`src/rtl/instruction_fetcher.sv`:
```
// Fetch stage: holds the PC, issues one icache request at a time, and queues the returned words for the decoder.
// Latency: a response accepted at edge R can issue to the decoder at edge R+1 at the earliest. There is no bypass.
// Backpressure: rob_full/rs_full/lsb_full stall dispatch. A full queue stops new requests. rdy_in=0 freezes all state.
// Ports:
//   clk_in, rst_in (async, active-high), rdy_in (global enable)
//   rob_full, rs_full, lsb_full : downstream occupancy; any one set blocks dispatch
//   rob_to_if_jump(_addr)       : redirect pulse and target; flushes the queue
//   if_to_ic_req/_addr          : one-cycle fetch request to the icache
//   ic_to_if_ready/_inst        : icache response pulse and instruction word
//   if_to_dc_ready/_PC/_inst/_opType : one-cycle issue pulse and its payload
module instruction_fetcher #(
  parameter int          IQ_DEPTH = 4,
  parameter logic [31:0] RESET_PC = 32'h0
) (
  input  logic        clk_in,
  input  logic        rst_in,
  input  logic        rdy_in,
  input  logic        rob_full,
  input  logic        rs_full,
  input  logic        lsb_full,
  input  logic        rob_to_if_jump,
  input  logic [31:0] rob_to_if_jump_addr,
  output logic        if_to_ic_req,
  output logic [31:0] if_to_ic_addr,
  input  logic        ic_to_if_ready,
  input  logic [31:0] ic_to_if_inst,
  output logic        if_to_dc_ready,
  output logic [31:0] if_to_dc_PC,
  output logic [31:0] if_to_dc_inst,
  output logic [6:0]  if_to_dc_opType
);

  localparam int PTR_W = (IQ_DEPTH > 1) ? $clog2(IQ_DEPTH) : 1;
  localparam int CNT_W = PTR_W + 1;

  localparam logic [1:0] S_IDLE    = 2'd0;
  localparam logic [1:0] S_WAIT    = 2'd1;
  localparam logic [1:0] S_STALL   = 2'd2;
  localparam logic [1:0] S_DISCARD = 2'd3;

  localparam logic [6:0] OP_JAL  = 7'b1101111;
  localparam logic [6:0] OP_JALR = 7'b1100111;

  logic [1:0]       r_state;
  logic [31:0]      r_pc;
  logic [31:0]      r_q_pc   [IQ_DEPTH];
  logic [31:0]      r_q_inst [IQ_DEPTH];
  logic [PTR_W-1:0] r_head;
  logic [PTR_W-1:0] r_tail;
  logic [CNT_W-1:0] r_count;

  logic        w_q_empty;
  logic        w_q_full;
  logic        w_enq;
  logic        w_deq;
  logic [6:0]  w_opcode;
  logic [31:0] w_jal_off;
  logic [31:0] w_next_pc;

  assign w_q_empty = (r_count == '0);
  assign w_q_full  = (r_count == CNT_W'(IQ_DEPTH));
  // A redirect wins over both queue operations in the same cycle.
  assign w_enq     = (r_state == S_WAIT) && ic_to_if_ready && !rob_to_if_jump;
  assign w_deq     = !w_q_empty && !rob_full && !rs_full && !lsb_full && !rob_to_if_jump;
  assign w_opcode  = ic_to_if_inst[6:0];
  // J-type immediate, sign-extended from bit 20 of the reassembled offset.
  assign w_jal_off = {{11{ic_to_if_inst[31]}}, ic_to_if_inst[31], ic_to_if_inst[19:12],
                      ic_to_if_inst[20], ic_to_if_inst[30:21], 1'b0};

  // Static prediction: JAL is taken at fetch. JALR holds the PC until the ROB redirects. Everything else falls through.
  always_comb begin
    w_next_pc = r_pc + 32'd4;
    if (w_opcode == OP_JAL) begin
      w_next_pc = r_pc + w_jal_off;
    end else if (w_opcode == OP_JALR) begin
      w_next_pc = r_pc;
    end
  end

  // The queue payload needs no reset. Validity is tracked by r_count and the pointers.
  always_ff @(posedge clk_in) begin
    if (rdy_in && w_enq) begin
      r_q_pc[r_tail]   <= r_pc;
      r_q_inst[r_tail] <= ic_to_if_inst;
    end
  end

  always_ff @(posedge clk_in or posedge rst_in) begin
    if (rst_in) begin
      r_state         <= S_IDLE;
      r_pc            <= RESET_PC;
      r_head          <= '0;
      r_tail          <= '0;
      r_count         <= '0;
      if_to_ic_req    <= 1'b0;
      if_to_ic_addr   <= 32'h0;
      if_to_dc_ready  <= 1'b0;
      if_to_dc_PC     <= 32'h0;
      if_to_dc_inst   <= 32'h0;
      if_to_dc_opType <= 7'h0;
    end else if (rdy_in) begin
      if_to_ic_req <= 1'b0;
      if (rob_to_if_jump) begin
        r_pc           <= rob_to_if_jump_addr;
        r_head         <= '0;
        r_tail         <= '0;
        r_count        <= '0;
        if_to_dc_ready <= 1'b0;
        case (r_state)
          // An unanswered request is still in flight and its data must be dropped.
          S_WAIT:    r_state <= ic_to_if_ready ? S_IDLE : S_DISCARD;
          S_DISCARD: r_state <= S_DISCARD;
          default:   r_state <= S_IDLE;
        endcase
      end else begin
        case (r_state)
          S_IDLE: begin
            if (!w_q_full) begin
              if_to_ic_req  <= 1'b1;
              if_to_ic_addr <= r_pc;
              r_state       <= S_WAIT;
            end
          end
          S_WAIT: begin
            if (ic_to_if_ready) begin
              r_pc    <= w_next_pc;
              r_state <= (w_opcode == OP_JALR) ? S_STALL : S_IDLE;
            end
          end
          S_DISCARD: begin
            if (ic_to_if_ready) begin
              r_state <= S_IDLE;
            end
          end
          default: begin
            // STALL: only a redirect moves the fetcher on.
            r_state <= r_state;
          end
        endcase

        if (w_enq) begin
          r_tail <= r_tail + 1'b1;
        end

        if (w_deq) begin
          r_head          <= r_head + 1'b1;
          if_to_dc_ready  <= 1'b1;
          if_to_dc_PC     <= r_q_pc[r_head];
          if_to_dc_inst   <= r_q_inst[r_head];
          if_to_dc_opType <= r_q_inst[r_head][6:0];
        end else begin
          if_to_dc_ready <= 1'b0;
        end

        if (w_enq && !w_deq) begin
          r_count <= r_count + 1'b1;
        end else if (!w_enq && w_deq) begin
          r_count <= r_count - 1'b1;
        end
      end
    end
  end

endmodule

```
`config.mk`:
```
export PLATFORM = sky130hd
export DESIGN_NAME = instruction_fetcher
export DESIGN_NICKNAME = d
export VERILOG_FILES = /design/src/rtl/instruction_fetcher.sv
export SDC_FILE = /design/constraint.sdc
export NUM_CORES = 1
export LEC_CHECK = 0
export CORE_MARGIN = 2
export CORE_UTILIZATION = 53
export CTS_BUF_LIST = sky130_fd_sc_hd__clkbuf_2 sky130_fd_sc_hd__clkbuf_4 sky130_fd_sc_hd__clkbuf_8
export CTS_CLUSTER_DIAMETER = 60
export DETAILED_ROUTE_END_ITERATION = 8
export MAX_ROUTING_LAYER = met4
export PLACE_DENSITY = 0.78
export SYNTH_ARGS = -nofsm -noshare
export SYNTH_HDL_FRONTEND = slang
export SYNTH_SLANG_ARGS = --single-unit
```
`constraint.sdc`:
```
create_clock -name clk_in -period 4.9 [get_ports clk_in]
set_input_delay 0.98 -clock clk_in [delete_from_list [all_inputs] [get_ports clk_in]]
set_output_delay 0.98 -clock clk_in [all_outputs]
set_load 0.005 [all_outputs]
```
==> results of run 1 <==
==> worst paths after layout <==
| check | endpoint | cells after the start | slack, ns |
|---|---|---|---|
| min in group asynchronous | if_to_dc_inst[10] | 2 | 0.88 |
| worst max register to register | r_pc[25] | 11 | 1.24 |
| worst max-delay path | r_pc[25] | 12 | 0.89 |
| worst min register to register | if_to_ic_req | 1 | 0.49 |
| worst min-delay path | if_to_ic_req | 1 | 0.49 |
| max in group asynchronous | if_to_dc_inst[17] | 3 | 2.93 |
==> stage by stage <==
step / total power (W) / instances / utilization
5_1_grt: 0.0111 / 1858 / 0.651
3_5_place_dp: 0.00767 / 1745 / 0.610
3_3_place_gp: 0.00759 / 1745 / 0.610
4_1_cts: 0.0106 / 1858 / 0.651
2_1_floorplan: 0.00635 / 1161 / -
6_report: 0.0105 / 1858 / 0.651
==> cell families after synthesis <==
family / after synthesis / share of synthesized area
AOI/OAI and AO/OA: 197 / 0.0764
muxes: 173 / 0.152
adders and majority gates: 40 / 0.0295
xor gates and xnor gates: 31 / 0.0156
buffers and inverters: 88 / 0.0213
and+or+nand+nor: 237 / 0.0654
DFF: 395 / 0.640
==> per-layer routing <==
metal | vias up | part of all wire
met5 | - | 0
met4 | 0 | 0.016
met3 | 54 | 0.066
met2 | 442 | 0.48
met1 | 5747 | 0.44
li1 | 4920 | -
==> state kept, by name, summed over array words and instances (netlist names) <==
| signal | cells |
|---|---|
| r_state | 2 |
| r_q_inst | 128 |
| if_to_dc_inst | 32 |
| if_to_dc_ready | 1 |
| if_to_ic_req | 1 |
| r_head | 2 |
| if_to_ic_addr | 32 |
| r_tail | 2 |
| r_pc | 32 |
| if_to_dc_PC | 32 |
| r_q_pc | 128 |
| r_count | 3 |
==> power breakdown <==
| group | total [W] | internal (W) | switching [W] |
|---|---|---|---|
| Clock | 0.00293 | 0.00167 | 0.00127 |
| Sequential | 0.00474 | 0.00411 | 0.000627 |
| Combinational | 0.00288 | 0.00164 | 0.00123 |
| Total | 0.0105 | 0.00742 | 0.00312 |
==> layout by cell type, fill, tap and decap left out, types with 10 or more instances in the layout <==
cell type	count
nand2_1	66
inv_1	23
or3_1	10
o21ai_0	48
buf_4	28
nor2_1	53
a21oi_1	50
xor2_1	15
nand4_1	14
clkdlybuf4s50_1	176
nor3_1	14
clkbuf_4	23
edfxtp_1	256
mux2i_1	10
mux2_2	99
clkbuf_8	75
and3_1	13
mux4_2	64
ha_1	38
nand3_1	39
a21o_1	17
xnor2_1	16
dfrtp_1	137
==> layout make-up <==
cell class                      count  area share
Clock inverter                     15     0.00663
Clock buffer                       98      0.0570
Timing Repair Buffer              206      0.0952
Tap cell                          442      0.0262
Multi-Input combinational cell    678       0.282
Inverter                           24     0.00450
Sequential cell                   395       0.529
==> implementation parameters, run 1 <==
Parameter                              Value

Status
  Outcome ... finished clean

Timing
  Part of the cycle the worst path needs ... 0.818
  Highest Clock Rate ... 249 MHz
  Post-layout minimum cycle time ... 4.01 ns
  Measured slew at the worst slew-check pin ... 0.998 ns
  Worst hold margin ... 0.488 ns
  Final Hold Fails ... 0
  Headroom to the max-slew limit ... 0.335
  Worst setup skew after layout ... 0.0121 ns
  Total negative slack ... 0 ns
  Setup repair after global routing missed its margin ... false
  Setup ws final ... 0.892 ns
  Count of final max-slew check failures ... 0
  Setup violators final ... 0

Setup path
  Critical path type ... in -> reg
  Cell breakdown of the critical path ... clkdlybuf4s50_1, ha_1, inv_1, fa_1, and2b_1, o2111ai_1, a21boi_0, a31oi_4, o31ai_4, a31oi_1, or4_1, nand3_1
  Element type at the critical path end ... register
  Cell with the largest stage delay on the worst path ... clkdlybuf4s50_1
  Family with the most delay on the worst path ... compound AO/OA/AOI/OAI gates
  Required time of the critical path ... 5.46 ns
  CP Max Fanout ... 6
  Critical path startpoint ... ic_to_if_inst[21]
  Crit path arrival time ... 4.57 ns
  Start of the worst register-to-register path ... r_pc[1]
  Buffers and inverters on the worst path ... 2
  Critical Path Source Type ... input port
  Biggest cell delay along the critical path ... 0.59 ns

Routing
  Drc violations ... 0
  Final ANT Viol Nets ... 0
  Number of detailed-routing iterations run before antenna repair ... 5
  Routed WL per cell ... 22.7 microns
  Drt initial violations ... 1051
  Via density ... 6.01
  Overall via count from detail_route ... 11163
  Total wire length ... 42.2 mm

Die
  Die ar. ... 0.0344 sq mm
  Number of cell rows ... 66
  Die Ht ... 185 microns
  Placeable core area ... 0.0325 sq mm
  Initial Util ... 0.538
  Die width ... 185 microns
  Number of top-level design ports ... 177

Global route
  Global-route wire length before repair ... 65.2 mm
  Antenna violations before repair ... 0
  Aggregate global-route resource usage ... 0.260
  GR peak layer ... met2
  Total congestion overflow after global routing ... 0
  Met2 Resource Use GR ... 0.402
  Pin count of the biggest net entering global routing ... 96
  Met1 Track Usage GR ... 0.368
  GRT met3 Usage ... 0.0362
  Number of global-route vias before repair ... 11169

Placement
  Half-perimeter wire length after placement ... 28.2 mm
  Post-placement cell area ... 0.0198 sq mm
  Port-buffer cells ... 176
  Final Wtd Congestion ... 0.936
  Setup Slack @ Placement ... 0.330 ns

Pwr
  Worst IR drop on VDD ... 0.323 mV
  Power per standard cell area ... 499 mW/mm^2
  P_leak ... 7.89 nW

Layout
  Final-stage net count ... 1477
  Area growth syn-to-layout ... 21.0%
  Final-layout fill cell count ... 2322
  Ant diodes ... 0
  Seq. cell area ... 0.0112 sq mm
  Ratio of cells with drive above 1 in the final layout ... 0.232
  Area occupied by multi-input gates ... 0.00595 sq mm
  Post-route cell area ... 0.0211 sq mm

Synthesis
  Leading cell type by number of instances after synthesis ... edfxtp_1
  Post-synthesis async set-or-reset flop share ... 0.352
  Number of flops mapped to enable cells by yosys ... 256
  Avg Cell Area, Syn ... 15.0 sq um
  Yosys synthesis warning count ... 0
  Cell count after synthesis ... 1161
  Total of flip-flops plus latches after synthesis ... 395
  Nets in the synthesized netlist ... 1273
  Ranking of synthesized cells by area ... edfxtp_1, dfrtp_1, mux4_2
  Top_reg_cell synth ... edfxtp_1
  Proportion of synthesized chip area in sequential cells ... 0.640
  Synth Cell Area ... 0.0175 sq mm
  Post-synth top cells ... edfxtp_1, dfrtp_1, mux2_2, nand2_1, mux4_2
  Count of distinct cell types in the synthesized netlist ... 71
  Area share of the largest cell type after synthesis ... 0.440
  Synth area leader ... edfxtp_1

CTS
  Master cell of the clock root buffer ... clkbuf_8
  Clock tree from TritonCTS ... done
  CTS Buf Count ... 60
  CTS clock-pin slew for the worst setup and hold paths ... 0.06 ns
  Clock insertion delay at the later pin of the skew report ... 0.62 ns
  CTS H-Tree Depth ... 2
  Maximum number of buffers from clock root to sink ... 3
  # clock sinks ... 395
  Number of gates given a new drive strength after cts ... 0
  Number of hold buffers added after cts ... 0
  Postcts setup bufs ... 0

Hold path
  Min-Delay Path Class ... reg -> reg
  Worst hold start ... if_to_ic_req

Run
  Total of max-cap violations ... 0
Power figures use the tool's default switching activity.
==> inputs of run 2 (changes only) <==
--- a/config.mk
+++ b/config.mk
@@ -6,12 +6,12 @@
 export NUM_CORES = 1
 export LEC_CHECK = 0
 export CORE_MARGIN = 2
-export CORE_UTILIZATION = 53
+export CORE_UTILIZATION = 58
 export CTS_BUF_LIST = sky130_fd_sc_hd__clkbuf_2 sky130_fd_sc_hd__clkbuf_4 sky130_fd_sc_hd__clkbuf_8
 export CTS_CLUSTER_DIAMETER = 60
 export DETAILED_ROUTE_END_ITERATION = 8
 export MAX_ROUTING_LAYER = met4
-export PLACE_DENSITY = 0.78
+export PLACE_DENSITY = 0.81
 export SYNTH_ARGS = -nofsm -noshare
 export SYNTH_HDL_FRONTEND = slang
 export SYNTH_SLANG_ARGS = --single-unit
==> constraint.sdc (replaced) <==
create_clock -name clk_in -period 4.2 [get_ports clk_in]
set_input_delay 0.84 -clock clk_in [delete_from_list [all_inputs] [get_ports clk_in]]
set_output_delay 0.84 -clock clk_in [all_outputs]
set_load 0.005 [all_outputs]
==> run 2 against run 1 <==
  * Sequential power rose by 16%
  * Worst hold slack better by 0.0050 ns
  * Sequential cell count stayed put
  * Via count is 0.13% lower
  * Combinational power is 19% higher
  * Critical path depth rose by 1
  * Global-route usage grew 2.0 points
  * Sequential share of layout area shrank 0.47 points
  * Clock skew increased by 0.0088 ns
  * Largest cell class unchanged
  * Highest routed layer unchanged
==> implementation parameters, run 2 (same netlist as run 1, synthesis figures left out) <==
Parameter                              Value

Pwr
  Sw Pwr ... 0.00370 W (+18%)
  Sequential share of power ... 0.437 (-0.012)
  Power per standard cell area ... 591 mW/mm^2 (+18%)
  Internal power component ... 0.00890 W (+20%)
  Share of total power consumed by net switching ... 0.293 (-0.00274)
  Worst IR drop on VDD ... 0.365 mV (+13%)
  Combinational power share ... 0.273 (about the same)
  P_leak ... 7.99 nW (+1.3%)
  Clock power share ... 0.290 (+0.012)

Layout
  Commonest non-fill, non-tap cell in the layout ... edfxtp_1
  Final-layout fill cell count ... 1944 (-16%)
  Ant diodes ... 0 (unchanged)
  Largest registers ... r_q_inst x128, r_q_pc x128
  Commonest cells after routing, fill and taps aside ... edfxtp_1, clkdlybuf4s50_1, dfrtp_1
  Ratio of cells with drive above 1 in the final layout ... 0.235 (+0.00353)
  Final-stage net count ... 1496 (+1.3%)
  Post-route cell area ... 0.0213 sq mm (+0.91%)
  Area growth syn-to-layout ... 22.1%

Routing
  Total wire length ... 41.7 mm (-1.2%)
  Via density ... 6.12 (+1.8%)
  Drt initial violations ... 881 (-16%)
  Number of detailed-routing iterations run before antenna repair ... 5 (unchanged)
  Overall via count from detail_route ... 11149 (-0.13%)
  Routed WL per cell ... 22.9 microns (+0.73%)
  Drc violations ... 0 (unchanged)
  Final ANT Viol Nets ... 0 (unchanged)

CTS
  Clock tree from TritonCTS ... done
  Number of hold buffers added after cts ... 0 (unchanged)
  # clock sinks ... 395 (unchanged)
  Postcts setup bufs ... 0 (unchanged)
  Number of gates given a new drive strength after cts ... 0 (unchanged)
  Maximum number of buffers from clock root to sink ... 3 (unchanged)
  Clock insertion delay at the later pin of the skew report ... 0.57 ns (-0.05 ns)
  Master cell of the clock root buffer ... clkbuf_8
  CTS Buf Count ... 66 (+10%)
  CTS H-Tree Depth ... 3 (+1)
  CTS clock-pin slew for the worst setup and hold paths ... 0.06 ns (about the same)

Hold path
  Endpoint of the worst hold-timing path ... if_to_ic_req
  Min-Delay Path Class ... reg -> reg
  Worst hold start ... if_to_ic_req
  Depth of the worst hold-timing path ... 1 (unchanged)

Die
  Placeable core area ... 0.0296 sq mm (-8.7%)
  Number of cell rows ... 63 (-4.5%)
  Die Ht ... 177 microns (-4.3%)
  Number of top-level design ports ... 177 (unchanged)
  Die ar. ... 0.0315 sq mm (-8.4%)
  Die width ... 177 microns (-4.3%)
  Initial Util ... 0.589 (+0.0511)

Setup path
  Family with the most delay on the worst path ... compound AO/OA/AOI/OAI gates
  Cell with the largest stage delay on the worst path ... clkdlybuf4s50_1
  Buffers and inverters on the worst path ... 3 (+1)
  Critical Path Source Type ... input port
  Critical path type ... in -> reg
  Required time of the critical path ... 4.65 ns (-0.81 ns)
  FF-to-FF path depth ... 11 (unchanged)
  Cell breakdown of the critical path ... clkdlybuf4s50_1, ha_1, inv_1, fa_1, and2b_1, o2111ai_1, a21boi_0, buf_4, a31oi_4, o31ai_4, mux2_2, a221oi_1, nor4_1
  Element type at the critical path end ... register
  Start of the worst register-to-register path ... r_pc[2]
  CP Max Fanout ... 5 (-1)
  Crit path arrival time ... 4.09 ns (-0.48 ns)
  End of the worst register-to-register path ... r_pc[29]
  Biggest cell delay along the critical path ... 0.60 ns (about the same)
  Setup slack of the worst register-to-register path ... 0.82 ns (-0.42 ns)

Timing
  Headroom to the max-slew limit ... 0.351 (+0.0163)
  Post-layout minimum cycle time ... 3.64 ns
  Worst setup skew after layout ... 0.0208 ns (+0.00877 ns)
  Worst hold margin ... 0.493 ns (+0.00499 ns)
  Count of final max-slew check failures ... 0 (unchanged)
  Setup repair after global routing missed its margin ... false
  Highest Clock Rate ... 275 MHz
  Total negative slack ... 0 ns (unchanged)
  Measured slew at the worst slew-check pin ... 0.969 ns (-0.0281 ns)
  Part of the cycle the worst path needs ... 0.866
  Final Hold Fails ... 0 (unchanged)
  Setup violators final ... 0 (unchanged)

Placement
  Port-buffer cells ... 176 (unchanged)
  Post-placement cell area ... 0.0199 sq mm (+0.50%)
  Half-perimeter wire length after placement ... 28.3 mm (+0.18%)
  Final Wtd Congestion ... 0.962 (+2.7%)

Global route
  Number of global-route vias before repair ... 11343 (+1.6%)
  GR peak layer ... met2
  Met1 Track Usage GR ... 0.375 (+0.00762)
  Antenna violations before repair ... 1 (+1)
  Total congestion overflow after global routing ... 0 (unchanged)
  GRT met3 Usage ... 0.0521 (+0.0159)
  Aggregate global-route resource usage ... 0.280 (+0.0197)
  Met2 Resource Use GR ... 0.438 (+0.0360)
  Pin count of the biggest net entering global routing ... 48 (-50%)
  Global-route wire length before repair ... 64.1 mm (-1.7%)

Run
  Total of max-cap violations ... 0 (unchanged)

Status
  Outcome ... finished clean
-- run 2: cell types whose count changed in the layout (fill, tap and decap cells not counted), sizes merged --
cell | before | now
bufinv | 2 | 6
clkinv | 9 | 11
clkinvlp | 2 | 6
buf | 30 | 43
clkbuf | 98 | 93
inv | 26 | 25
-- run 2: through the flow --
step	worst slack (ns)	std cells	total power [W]	utilization
finish	0.563	1823	0.0126	0.719
global route	0.372	1823	0.0132	0.719
CTS	0.603	1823	0.0127	0.719
detailed placement	0.0470	1706	0.00899	0.671
global placement	0.0542	1706	0.00887	0.671
floorplan	0.787	1161	0.00741	-
-- run 2: worst max path at each step --
stage	to	slack (ns)	cells after the start	start
after floorplan	r_pc[29]	0.79	11	ic_to_if_inst[21]
after global placement	r_pc[29]	0.05	13	ic_to_if_inst[21]
after detailed placement	r_pc[29]	0.05	13	ic_to_if_inst[21]
after CTS	r_pc[29]	0.60	13	ic_to_if_inst[21]
after global routing	r_pc[29]	0.37	13	ic_to_if_inst[21]
final	r_pc[29]	0.56	13	ic_to_if_inst[21]
-- run 2: final cells by class --
type	count	area (sq um)	area share
Tap cell	390	488	0.0229
Clock buffer	93	1150	0.0542
Inverter	24	93.8	0.00440
Sequential cell	395	11200	0.524
Clock inverter	24	283	0.0133
Multi-Input combinational cell	678	5940	0.279
Timing Repair Buffer	219	2180	0.102
-- run 2: metal layers --
metal | wire [microns] | share of wire | up-vias
met5 | 0 | 0 | -
met4 | 1080 | 0.026 | 0
met3 | 3030 | 0.073 | 84
met2 | 20300 | 0.49 | 474
met1 | 17200 | 0.41 | 5629
li1 | - | - | 4962
-- run 2: power by group through the flow --
stage | Clock [W] | Combinational (W) | Sequential (W)
final | 0.00366 | 0.00344 | 0.00551
after global routing | 0.00390 | 0.00371 | 0.00559
after CTS | 0.00373 | 0.00344 | 0.00550
after detailed placement | 0 | 0.00341 | 0.00558
after global placement | 0 | 0.00333 | 0.00554
after floorplan | 0 | 0.00215 | 0.00527
